### src/rtl/shift_exec_stage_if.sv
// Handshake and shifter bundle for the shift execute stage.
// slave is the stage side; master is the ID/shifter/MEM side.
interface shift_exec_stage_if #(
    parameter int DATA_WIDTH = 32,
    parameter int CNT_WIDTH  = 32
);
    logic                  in_valid;
    logic                  in_ready;
    logic [5:0]            in_funct;
    logic [4:0]            in_shamt;
    logic [DATA_WIDTH-1:0] in_rs_val;
    logic [DATA_WIDTH-1:0] in_rt_val;
    logic [4:0]            in_rd;

    logic [DATA_WIDTH-1:0] sh_A;
    logic [4:0]            sh_B;
    logic [1:0]            sh_Shiftop;
    logic [DATA_WIDTH-1:0] sh_Result;

    logic                  out_valid;
    logic                  out_ready;
    logic [DATA_WIDTH-1:0] out_result;
    logic [4:0]            out_rd;
    logic                  out_illegal;
    logic [CNT_WIDTH-1:0]  op_count;

    modport slave (
        input  in_valid,
        output in_ready,
        input  in_funct,
        input  in_shamt,
        input  in_rs_val,
        input  in_rt_val,
        input  in_rd,
        output sh_A,
        output sh_B,
        output sh_Shiftop,
        input  sh_Result,
        output out_valid,
        input  out_ready,
        output out_result,
        output out_rd,
        output out_illegal,
        output op_count
    );

    modport master (
        output in_valid,
        input  in_ready,
        output in_funct,
        output in_shamt,
        output in_rs_val,
        output in_rt_val,
        output in_rd,
        input  sh_A,
        input  sh_B,
        input  sh_Shiftop,
        output sh_Result,
        input  out_valid,
        output out_ready,
        input  out_result,
        input  out_rd,
        input  out_illegal,
        input  op_count
    );
endinterface

### src/rtl/shift_exec_stage.sv
// Execute stage around the combinational barrel shifter:
// issue register drives the shifter, output register feeds MEM/WB.
module shift_exec_stage #(
    parameter int DATA_WIDTH = 32,
    parameter int CNT_WIDTH  = 32
) (
    input  logic               clk,
    input  logic               rst,
    shift_exec_stage_if.slave  io
);

    localparam logic [5:0] F_SLL  = 6'b000000;
    localparam logic [5:0] F_SRL  = 6'b000010;
    localparam logic [5:0] F_SRA  = 6'b000011;
    localparam logic [5:0] F_SLLV = 6'b000100;
    localparam logic [5:0] F_SRLV = 6'b000110;
    localparam logic [5:0] F_SRAV = 6'b000111;

    localparam logic [1:0] OP_SLL = 2'b00;
    localparam logic [1:0] OP_SRL = 2'b10;
    localparam logic [1:0] OP_SRA = 2'b11;

    logic                  s1_valid_q, s1_valid_d;
    logic [DATA_WIDTH-1:0] a_q, a_d;
    logic [4:0]            b_q, b_d;
    logic [1:0]            op_q, op_d;
    logic [4:0]            rd1_q, rd1_d;
    logic                  ill1_q, ill1_d;

    logic                  s2_valid_q, s2_valid_d;
    logic [DATA_WIDTH-1:0] res_q, res_d;
    logic [4:0]            rd2_q, rd2_d;
    logic                  ill2_q, ill2_d;
    logic [CNT_WIDTH-1:0]  cnt_q, cnt_d;

    logic                  s2_free;
    logic                  s1_free;
    logic                  xfer;
    logic                  accept;
    logic                  retire;

    logic                  is_sll, is_srl, is_sra;
    logic                  is_sllv, is_srlv, is_srav;
    logic [4:0]            dec_b;
    logic [1:0]            dec_op;
    logic                  dec_ill;

    assign is_sll  = io.in_funct == F_SLL;
    assign is_srl  = io.in_funct == F_SRL;
    assign is_sra  = io.in_funct == F_SRA;
    assign is_sllv = io.in_funct == F_SLLV;
    assign is_srlv = io.in_funct == F_SRLV;
    assign is_srav = io.in_funct == F_SRAV;

    // Variable forms take only rs[4:0]; the upper rs bits are ignored.
    always_comb begin
        dec_b   = '0;
        dec_op  = OP_SLL;
        dec_ill = 1'b0;
        unique case (1'b1)
            is_sll: begin
                dec_b  = io.in_shamt;
                dec_op = OP_SLL;
            end
            is_srl: begin
                dec_b  = io.in_shamt;
                dec_op = OP_SRL;
            end
            is_sra: begin
                dec_b  = io.in_shamt;
                dec_op = OP_SRA;
            end
            is_sllv: begin
                dec_b  = io.in_rs_val[4:0];
                dec_op = OP_SLL;
            end
            is_srlv: begin
                dec_b  = io.in_rs_val[4:0];
                dec_op = OP_SRL;
            end
            is_srav: begin
                dec_b  = io.in_rs_val[4:0];
                dec_op = OP_SRA;
            end
            default: begin
                dec_ill = 1'b1;
            end
        endcase
    end

    // in_ready depends only on state and out_ready, never on in_valid.
    assign s2_free = ~s2_valid_q | io.out_ready;
    assign xfer    = s1_valid_q & s2_free;
    assign s1_free = ~s1_valid_q | xfer;
    assign accept  = io.in_valid & s1_free;
    assign retire  = s2_valid_q & io.out_ready;

    always_comb begin
        s1_valid_d = accept | (s1_valid_q & ~xfer);
        a_d        = a_q;
        b_d        = b_q;
        op_d       = op_q;
        rd1_d      = rd1_q;
        ill1_d     = ill1_q;
        if (accept) begin
            a_d    = io.in_rt_val;
            b_d    = dec_b;
            op_d   = dec_op;
            rd1_d  = io.in_rd;
            ill1_d = dec_ill;
        end
    end

    always_comb begin
        s2_valid_d = xfer | (s2_valid_q & ~io.out_ready);
        res_d      = res_q;
        rd2_d      = rd2_q;
        ill2_d     = ill2_q;
        if (xfer) begin
            res_d  = ill1_q ? '0 : io.sh_Result;
            rd2_d  = rd1_q;
            ill2_d = ill1_q;
        end
        cnt_d = cnt_q + {{(CNT_WIDTH-1){1'b0}}, retire};
    end

    always_ff @(posedge clk or posedge rst) begin
        if (rst) begin
            s1_valid_q <= 1'b0;
            a_q        <= '0;
            b_q        <= '0;
            op_q       <= '0;
            rd1_q      <= '0;
            ill1_q     <= 1'b0;
        end else begin
            s1_valid_q <= s1_valid_d;
            a_q        <= a_d;
            b_q        <= b_d;
            op_q       <= op_d;
            rd1_q      <= rd1_d;
            ill1_q     <= ill1_d;
        end
    end

    always_ff @(posedge clk or posedge rst) begin
        if (rst) begin
            s2_valid_q <= 1'b0;
            res_q      <= '0;
            rd2_q      <= '0;
            ill2_q     <= 1'b0;
            cnt_q      <= '0;
        end else begin
            s2_valid_q <= s2_valid_d;
            res_q      <= res_d;
            rd2_q      <= rd2_d;
            ill2_q     <= ill2_d;
            cnt_q      <= cnt_d;
        end
    end

    assign io.in_ready    = s1_free;
    assign io.sh_A        = a_q;
    assign io.sh_B        = b_q;
    assign io.sh_Shiftop  = op_q;
    assign io.out_valid   = s2_valid_q;
    assign io.out_result  = res_q;
    assign io.out_rd      = rd2_q;
    assign io.out_illegal = ill2_q;
    assign io.op_count    = cnt_q;

endmodule

### src/flat_wrapper.sv
// flat-port wrapper written by rule: the top's interface ports become plain ports
module shift_exec_stage_flat 
#(
    parameter int DATA_WIDTH = 32,
    parameter int CNT_WIDTH  = 32
)
  (clk, rst, io_in_valid, io_in_ready, io_in_funct, io_in_shamt, io_in_rs_val, io_in_rt_val, io_in_rd, io_sh_A, io_sh_B, io_sh_Shiftop, io_sh_Result, io_out_valid, io_out_ready, io_out_result, io_out_rd, io_out_illegal, io_op_count);
  shift_exec_stage_if #(.DATA_WIDTH(DATA_WIDTH), .CNT_WIDTH(CNT_WIDTH)) io_i ();
  input  logic clk;
  input  logic rst;
  input wire logic [$bits(io_i.in_valid)-1:0] io_in_valid;
  output wire logic [$bits(io_i.in_ready)-1:0] io_in_ready;
  input wire logic [$bits(io_i.in_funct)-1:0] io_in_funct;
  input wire logic [$bits(io_i.in_shamt)-1:0] io_in_shamt;
  input wire logic [$bits(io_i.in_rs_val)-1:0] io_in_rs_val;
  input wire logic [$bits(io_i.in_rt_val)-1:0] io_in_rt_val;
  input wire logic [$bits(io_i.in_rd)-1:0] io_in_rd;
  output wire logic [$bits(io_i.sh_A)-1:0] io_sh_A;
  output wire logic [$bits(io_i.sh_B)-1:0] io_sh_B;
  output wire logic [$bits(io_i.sh_Shiftop)-1:0] io_sh_Shiftop;
  input wire logic [$bits(io_i.sh_Result)-1:0] io_sh_Result;
  output wire logic [$bits(io_i.out_valid)-1:0] io_out_valid;
  input wire logic [$bits(io_i.out_ready)-1:0] io_out_ready;
  output wire logic [$bits(io_i.out_result)-1:0] io_out_result;
  output wire logic [$bits(io_i.out_rd)-1:0] io_out_rd;
  output wire logic [$bits(io_i.out_illegal)-1:0] io_out_illegal;
  output wire logic [$bits(io_i.op_count)-1:0] io_op_count;
  assign io_i.in_valid = io_in_valid;
  assign io_in_ready = io_i.in_ready;
  assign io_i.in_funct = io_in_funct;
  assign io_i.in_shamt = io_in_shamt;
  assign io_i.in_rs_val = io_in_rs_val;
  assign io_i.in_rt_val = io_in_rt_val;
  assign io_i.in_rd = io_in_rd;
  assign io_sh_A = io_i.sh_A;
  assign io_sh_B = io_i.sh_B;
  assign io_sh_Shiftop = io_i.sh_Shiftop;
  assign io_i.sh_Result = io_sh_Result;
  assign io_out_valid = io_i.out_valid;
  assign io_i.out_ready = io_out_ready;
  assign io_out_result = io_i.out_result;
  assign io_out_rd = io_i.out_rd;
  assign io_out_illegal = io_i.out_illegal;
  assign io_op_count = io_i.op_count;
  shift_exec_stage #(.DATA_WIDTH(DATA_WIDTH), .CNT_WIDTH(CNT_WIDTH)) u_core (.clk(clk), .rst(rst), .io(io_i));
endmodule
### config.mk
export PLATFORM = sky130hd
export DESIGN_NAME = shift_exec_stage_flat
export DESIGN_NICKNAME = d
export VERILOG_FILES = /design/src/rtl/shift_exec_stage_if.sv /design/src/rtl/shift_exec_stage.sv /design/src/flat_wrapper.sv
export SDC_FILE = /design/constraint.sdc
export NUM_CORES = 1
export LEC_CHECK = 0
export ABC_AREA = 1
export CORE_MARGIN = 5
export CORE_UTILIZATION = 42
export CTS_CLUSTER_DIAMETER = 30
export DETAILED_ROUTE_END_ITERATION = 12
export PLACE_DENSITY = 0.81
export SETUP_SLACK_MARGIN = 0.02
export SLEW_MARGIN = 5
export SYNTH_ARGS = -nofsm -noshare
export SYNTH_HDL_FRONTEND = slang
export SYNTH_SLANG_ARGS = --single-unit
### constraint.sdc
create_clock -name clk -period 6 [get_ports clk]
set_clock_uncertainty 0.1 [all_clocks]
set_input_delay 1.5 -clock clk [delete_from_list [all_inputs] [get_ports clk]]
set_output_delay 1.5 -clock clk [all_outputs]
set_load 0.01 [all_outputs]
# After elaboration in Yosys (flattened, before gate mapping)
# Cells that the tools add are included.
op_classes:
  n_eq_ne: 5
  add_sub_neg: 1
  bitwise_logic: 13
  n_mux: 4
  reduce_logical: 6
op_table:
  columns: ["operator", "n"]
  rows:
  - ["$add A32 B1 Y32", 1]
  - ["$mux W32", 1]
  - ["$eq A6 B3 Y1 const B", 3]
  - ["$eq A6 B2 Y1 const B", 2]
  - ["$pmux W5 S2", 1]
  - ["$logic_not A6 Y1", 1]
  - ["$reduce_or A3 Y1", 2]
  - ["$reduce_or A6 Y1", 1]
  - ["$and A1 B1 Y1", 5]
  - ["$not A1 Y1", 4]
  - ["$or A1 B1 Y1", 4]
  - ["$pmux W2 S2", 1]
  - ["$reduce_or A2 Y1", 2]
  - ["$mux W1", 1]
word_totals:
  input_bits: 116
  reg_bits: 117
  word_cells: 40

# Longest topological paths before layout
logic_depth:
  word_depth: 6
  ltp_mapped: 11

# Worst setup path after synthesis
# Ideal clock, no wire load.
synth_timing:
  path_type: "input port to output port"
  startpoint: "in io_out_ready"
  endpoint: "out io_in_ready"
  path_buffers: 0
  arrival_time_ns: 1.664
  stages: 2
  path_slack_ns: 2.736
  cell_sequence: "inv_1 > nand3_2"
synth_via:
  elab_chain_len: 3
synth_rtl:
  columns: ["element", "line_no", "source"]
  rows:
  - ["start, declared", "flat_wrapper.sv:23", "input wire logic [$bits(io_i.out_ready)-1:0] io_out_ready;"]
  - ["$or A1 B1 Y1", "shift_exec_stage.sv:92", "assign s2_free = ~s2_valid_q | io.out_ready;"]
  - ["$and A1 B1 Y1", "shift_exec_stage.sv:93", "assign xfer = s1_valid_q & s2_free;"]
  - ["$or A1 B1 Y1", "shift_exec_stage.sv:94", "assign s1_free = ~s1_valid_q | xfer;"]
  - ["end, declared", "flat_wrapper.sv:12", "output wire logic [$bits(io_i.in_ready)-1:0] io_in_ready;"]
# No other way between the ends.

# Final worst setup path
# Ends and elaborated chain as after synthesis.

==> results by stage <==
Outcome:
- The run finished with clean final reports.

Logic synthesis:
- The synthesized netlist devotes 6.89% of its cell area to compound gates.
- Summing the areas of all xor and xnor instances in the mapped netlist gives ~2.7% of the synthesized area.
- The arithmetic-cell share of the synthesized area counting full adders, half adders and majority gates is less than 1%.
- sky130_fd_sc_hd__dfrtp_1 takes more of the synthesized area than any other cell.
- In the synthesized netlist the dominant register cell turns out to be sky130_fd_sc_hd__dfrtp_1.
- The fraction of registers with async set or reset after synthesis is 100%.
- Yosys printed 0 warnings.
- The post-synthesis sequential element count is 117.
- The commonest cells after synthesis are 225 x sky130_fd_sc_hd__nand2_1, 117 x sky130_fd_sc_hd__dfrtp_1, 47 x sky130_fd_sc_hd__nor2_1.
- By instance count, the leading cell after synthesis is sky130_fd_sc_hd__nand2_1.
- Counting distinct cell types in the post-synthesis netlist gives 25.
- Synthesis produced a netlist whose cell count is 560.
- Yosys mapped a number of flops with a built-in enable equal to 0.
- The simple-gate share of the synthesized area is between 20% and 30%.
- By area, the combinational part of the netlist is dominated by simple AND/OR/NAND/NOR gates.
- The top-area cell type share of the netlist area is 57.6%.
- The cell area after synthesis is 0.00509 sq mm.
- By area the synthesized netlist is led by sky130_fd_sc_hd__dfrtp_1 58%, sky130_fd_sc_hd__nand2_1 17%, sky130_fd_sc_hd__a22o_1 5.5%.
- The fraction of synthesized area in multiplexers is 0%.
- The proportion of synthesized chip area in sequential cells is 57.6%.
- Dividing the synthesized area by the synthesized cell count gives a little over 9 sq um.
- When the netlist entered floorplanning its net count stood at 678.

Critical path:
- In this design, the critical path's most frequently occurring cell is sky130_fd_sc_hd__clkdlybuf4s50_1.
- The worst register-to-register path has a setup slack of ~3.8 ns.
- The signal on the critical path passes through clkdlybuf4s50_1 -> inv_1 -> nand3_2 -> clkdlybuf4s50_1.
- Following the worst setup path forward leads to its endpoint at io_in_ready.
- The launching element type of the critical path is an input pin.
- The critical path endpoint category is an output pin.
- In this design, the stage delay of the slowest critical-path cell is 0.56 ns.
- At the worst endpoint, the arrival time is 2.71 ns.
- The capture point of the worst reg-to-reg path is u_core.io.out_result[28].
- The critical setup path kind is input pin to output pin.
- The critical path data required time is roughly 4.4 ns.
- The total number of cells along the worst setup path is 4.
- The number of buffers and inverters on the critical path is 3.
- In this run the critical register-to-register path is launched from u_core.io.out_valid.
- The number of cells on the worst reg-to-reg path is 4.
- The slowest stage of the critical path is the sky130_fd_sc_hd__clkdlybuf4s50_1 cell.
- The source of the critical timing path is io_out_ready.
- The largest fanout on the critical path is 3.
- The kind of cell adding the most delay to the critical path is buffers and inverters.

STA:
- The max-slew violation count is 0.
- Setup repair after global routing left no endpoint under its margin.
- The number of failing hold endpoints at the final stage is 0.
- Derived from the worst setup path, the maximum achievable clock frequency is 232 MHz.
- The share of the cycle needed by the critical path after routing is a little under three quarters.
- The slew at the pin closest to its max-slew limit is 1.07 ns.
- The final setup TNS is 0 ns.
- Setup violations remaining at the end of the flow were counted as 0.
- The relative slew slack is between 20% and 30%.
- The minimum clock period is 4.31 ns.

Clocking:
- The number of CTS-inserted buffers is 17.
- The clock drives 117 sinks.
- The count of cells resized by post-cts repair is 0.
- CTS placed an instance of sky130_fd_sc_hd__clkbuf_16 at the clock tree root.
- The H-tree depth reported by CTS is 4.
- For the worst-skew pair, the clock arrives at the later sink with an insertion delay of 0.41 ns.
- Once the clock tree was built, the setup fixing pass inserted 0 buffers.
- The longest clock path from root to sink contains 2 buffers.
- TritonCTS built the clock tree.
- In this run, post-CTS hold repair placed 0 buffers.
- The clock-pin slew on the worst setup and hold paths is 0.05 ns.

Detailed routing:
- Dividing the detail-routed wire length by the instance count gives 15.3 microns.
- In the routed layout, each cell is associated on average with a via count of 5.01.
- The number of iterations in the first detailed-routing pass is 5.
- For this block, the via count after detailed routing is 4607.
- For this run, design rule violations remaining after detail routing come to 0.
- The detail route stage leaves a number of antenna-violating nets equal to 0.
- For this block, the routed nets add up to 14100 microns of wire.
- The number of design-rule violations left by the first detailed-router iteration is 357.

Placed design:
- At the end of routability-driven placement, the weighted congestion stood at 0.958.
- Once detailed placement completed, the half-perimeter wirelength came to 10300 microns.
- Buffers placed on the I/O ports in this run total just under 200.

Worst hold path:
- The source of the worst hold timing path is u_core.io.sh_A[25].
- The worst hold path cell count is 2.
- In this run the worst hold path is classified as flip-flop to flip-flop.

GRT:
- The maximum number of pins on one net before global-route repair is 88.
- In the global route stage, overall resource usage came out at 20.0%.
- For this run the aggregate overflow at the end of global routing stands at 0.
- The number of antenna violations at the first check in global routing is 0.
- The first-pass GRT wire length is ~23000 microns.
- The via count of the first global-routing pass is 4709.

Finish:
- The count of nets after finishing is 879.
- The fraction of final layout cells with drive strength greater than 1 is 7.63%.
- The count of filler cells inserted in the layout is 936.
- The number of antenna cells inserted is 0.
- Measured on the finished design, the core utilization comes to 65.1%.
- The synthesis-to-finish area growth is 53.2%.

Floorplan:
- The die is 120 microns tall.
- The core outline area is 0.0120 sq mm.
- After floorplanning, the core was divided into 40 placement rows.
- 227 I/O pins were placed.
- The starting utilization of the core area is 42.5%.
- The die covers 0.0144 sq mm.
- The die span in x is 120 microns.

Power:
- The worst-case IR drop observed on VDD is 0.192 mV.
- The cell area power density is roughly 320 mW/mm^2.
- The reported leakage power is 3.60 nW.
- Power comes to around 0.0025 W.

Job:
- The tool flagged a number of max-cap violations equal to 0.
==> report_power, final <==
part	leakage, nW	total, W	internal (W)	switching [W]
Clock	0.298	0.00104	0.000691	0.000346
Combinational	1.79	0.000495	0.000272	0.000222
Sequential	1.51	0.000963	0.000890	0.0000729
==> registers in the layout, indices dropped and copies added, names as in the netlist <==
signal / count
u_core.io.op_count: 32
u_core.io.out_result: 32
u_core.io.sh_A: 32
u_core.io.out_rd: 5
u_core.io.sh_B: 5
u_core.rd1_q: 5
u_core.io.sh_Shiftop: 2
u_core.ill1_q: 1
u_core.io.out_illegal: 1
u_core.io.out_valid: 1
u_core.s1_valid_q: 1
==> worst min-delay path: cells and delay by family (launching register included) <==
| family | cells | cell delay, ns |
|---|---|---|
| DFF | 1 | 0.34 |
| and+or+nand+nor | 2 | 0.10 |
==> metal layers <==
layer	global-route usage, %	share of wire, %	vias up
li1	-	-	2185
met1	23.3	38	2172
met2	31.8	48	214
met3	8.44	11	36
met4	9.95	3.1	0
met5	0	0	-
==> logic make-up (layout without fill, tap and decap cells) <==
kind of cell,Yosys count,in the layout
flip-flops,117,117
adder cells (fa/ha/maj),2,2
AND/OR/NAND/NOR,327,327
AO/OA/AOI/OAI,46,46
buffers and inverters,53,266
XOR/XNOR,15,15
==> placed cells by master, fill, tap and decap left out, types with 11 or more instances in the layout <==
cell / n
sky130_fd_sc_hd__nor2_1: 47
sky130_fd_sc_hd__clkbuf_16: 17
sky130_fd_sc_hd__nand2_1: 225
sky130_fd_sc_hd__a22o_1: 32
sky130_fd_sc_hd__nand3_1: 15
sky130_fd_sc_hd__nand4_1: 11
sky130_fd_sc_hd__clkdlybuf4s50_1: 199
sky130_fd_sc_hd__o21ai_0: 14
sky130_fd_sc_hd__inv_1: 33
sky130_fd_sc_hd__dfrtp_1: 117
==> metrics by stage <==
step           hold slack, ns  cell area [sq um]  setup WS (ns)  cells
5_1_grt                 0.406               7790           1.64    920
2_1_floorplan           0.395               5090           1.30    560
4_1_cts                 0.379               7790           1.67    920
3_3_place_gp            0.361               7180           1.69    889
6_report                0.376               7790           1.69    920
3_5_place_dp            0.365               7180           1.69    889
==> worst min path at each step <==
stage / end
finish: u_core.io.sh_A[25]
global route: u_core.io.out_rd[2]
CTS: u_core.io.sh_B[0]
detailed placement: u_core.io.sh_B[0]
global placement: u_core.io.sh_A[28]
floorplan: u_core.io.out_valid
==> area by class of cell <==
class	count	area, sq um	area share [%]
Clock buffer	22	484	6.21
Timing Repair Buffer	200	2000	25.7
Inverter	35	134	1.72
Clock inverter	9	125	1.61
Multi-Input combinational cell	390	1940	24.9
Sequential cell	117	2930	37.6
Tap cell	147	184	2.36
No activity file was read; power rests on OpenSTA's default activity.
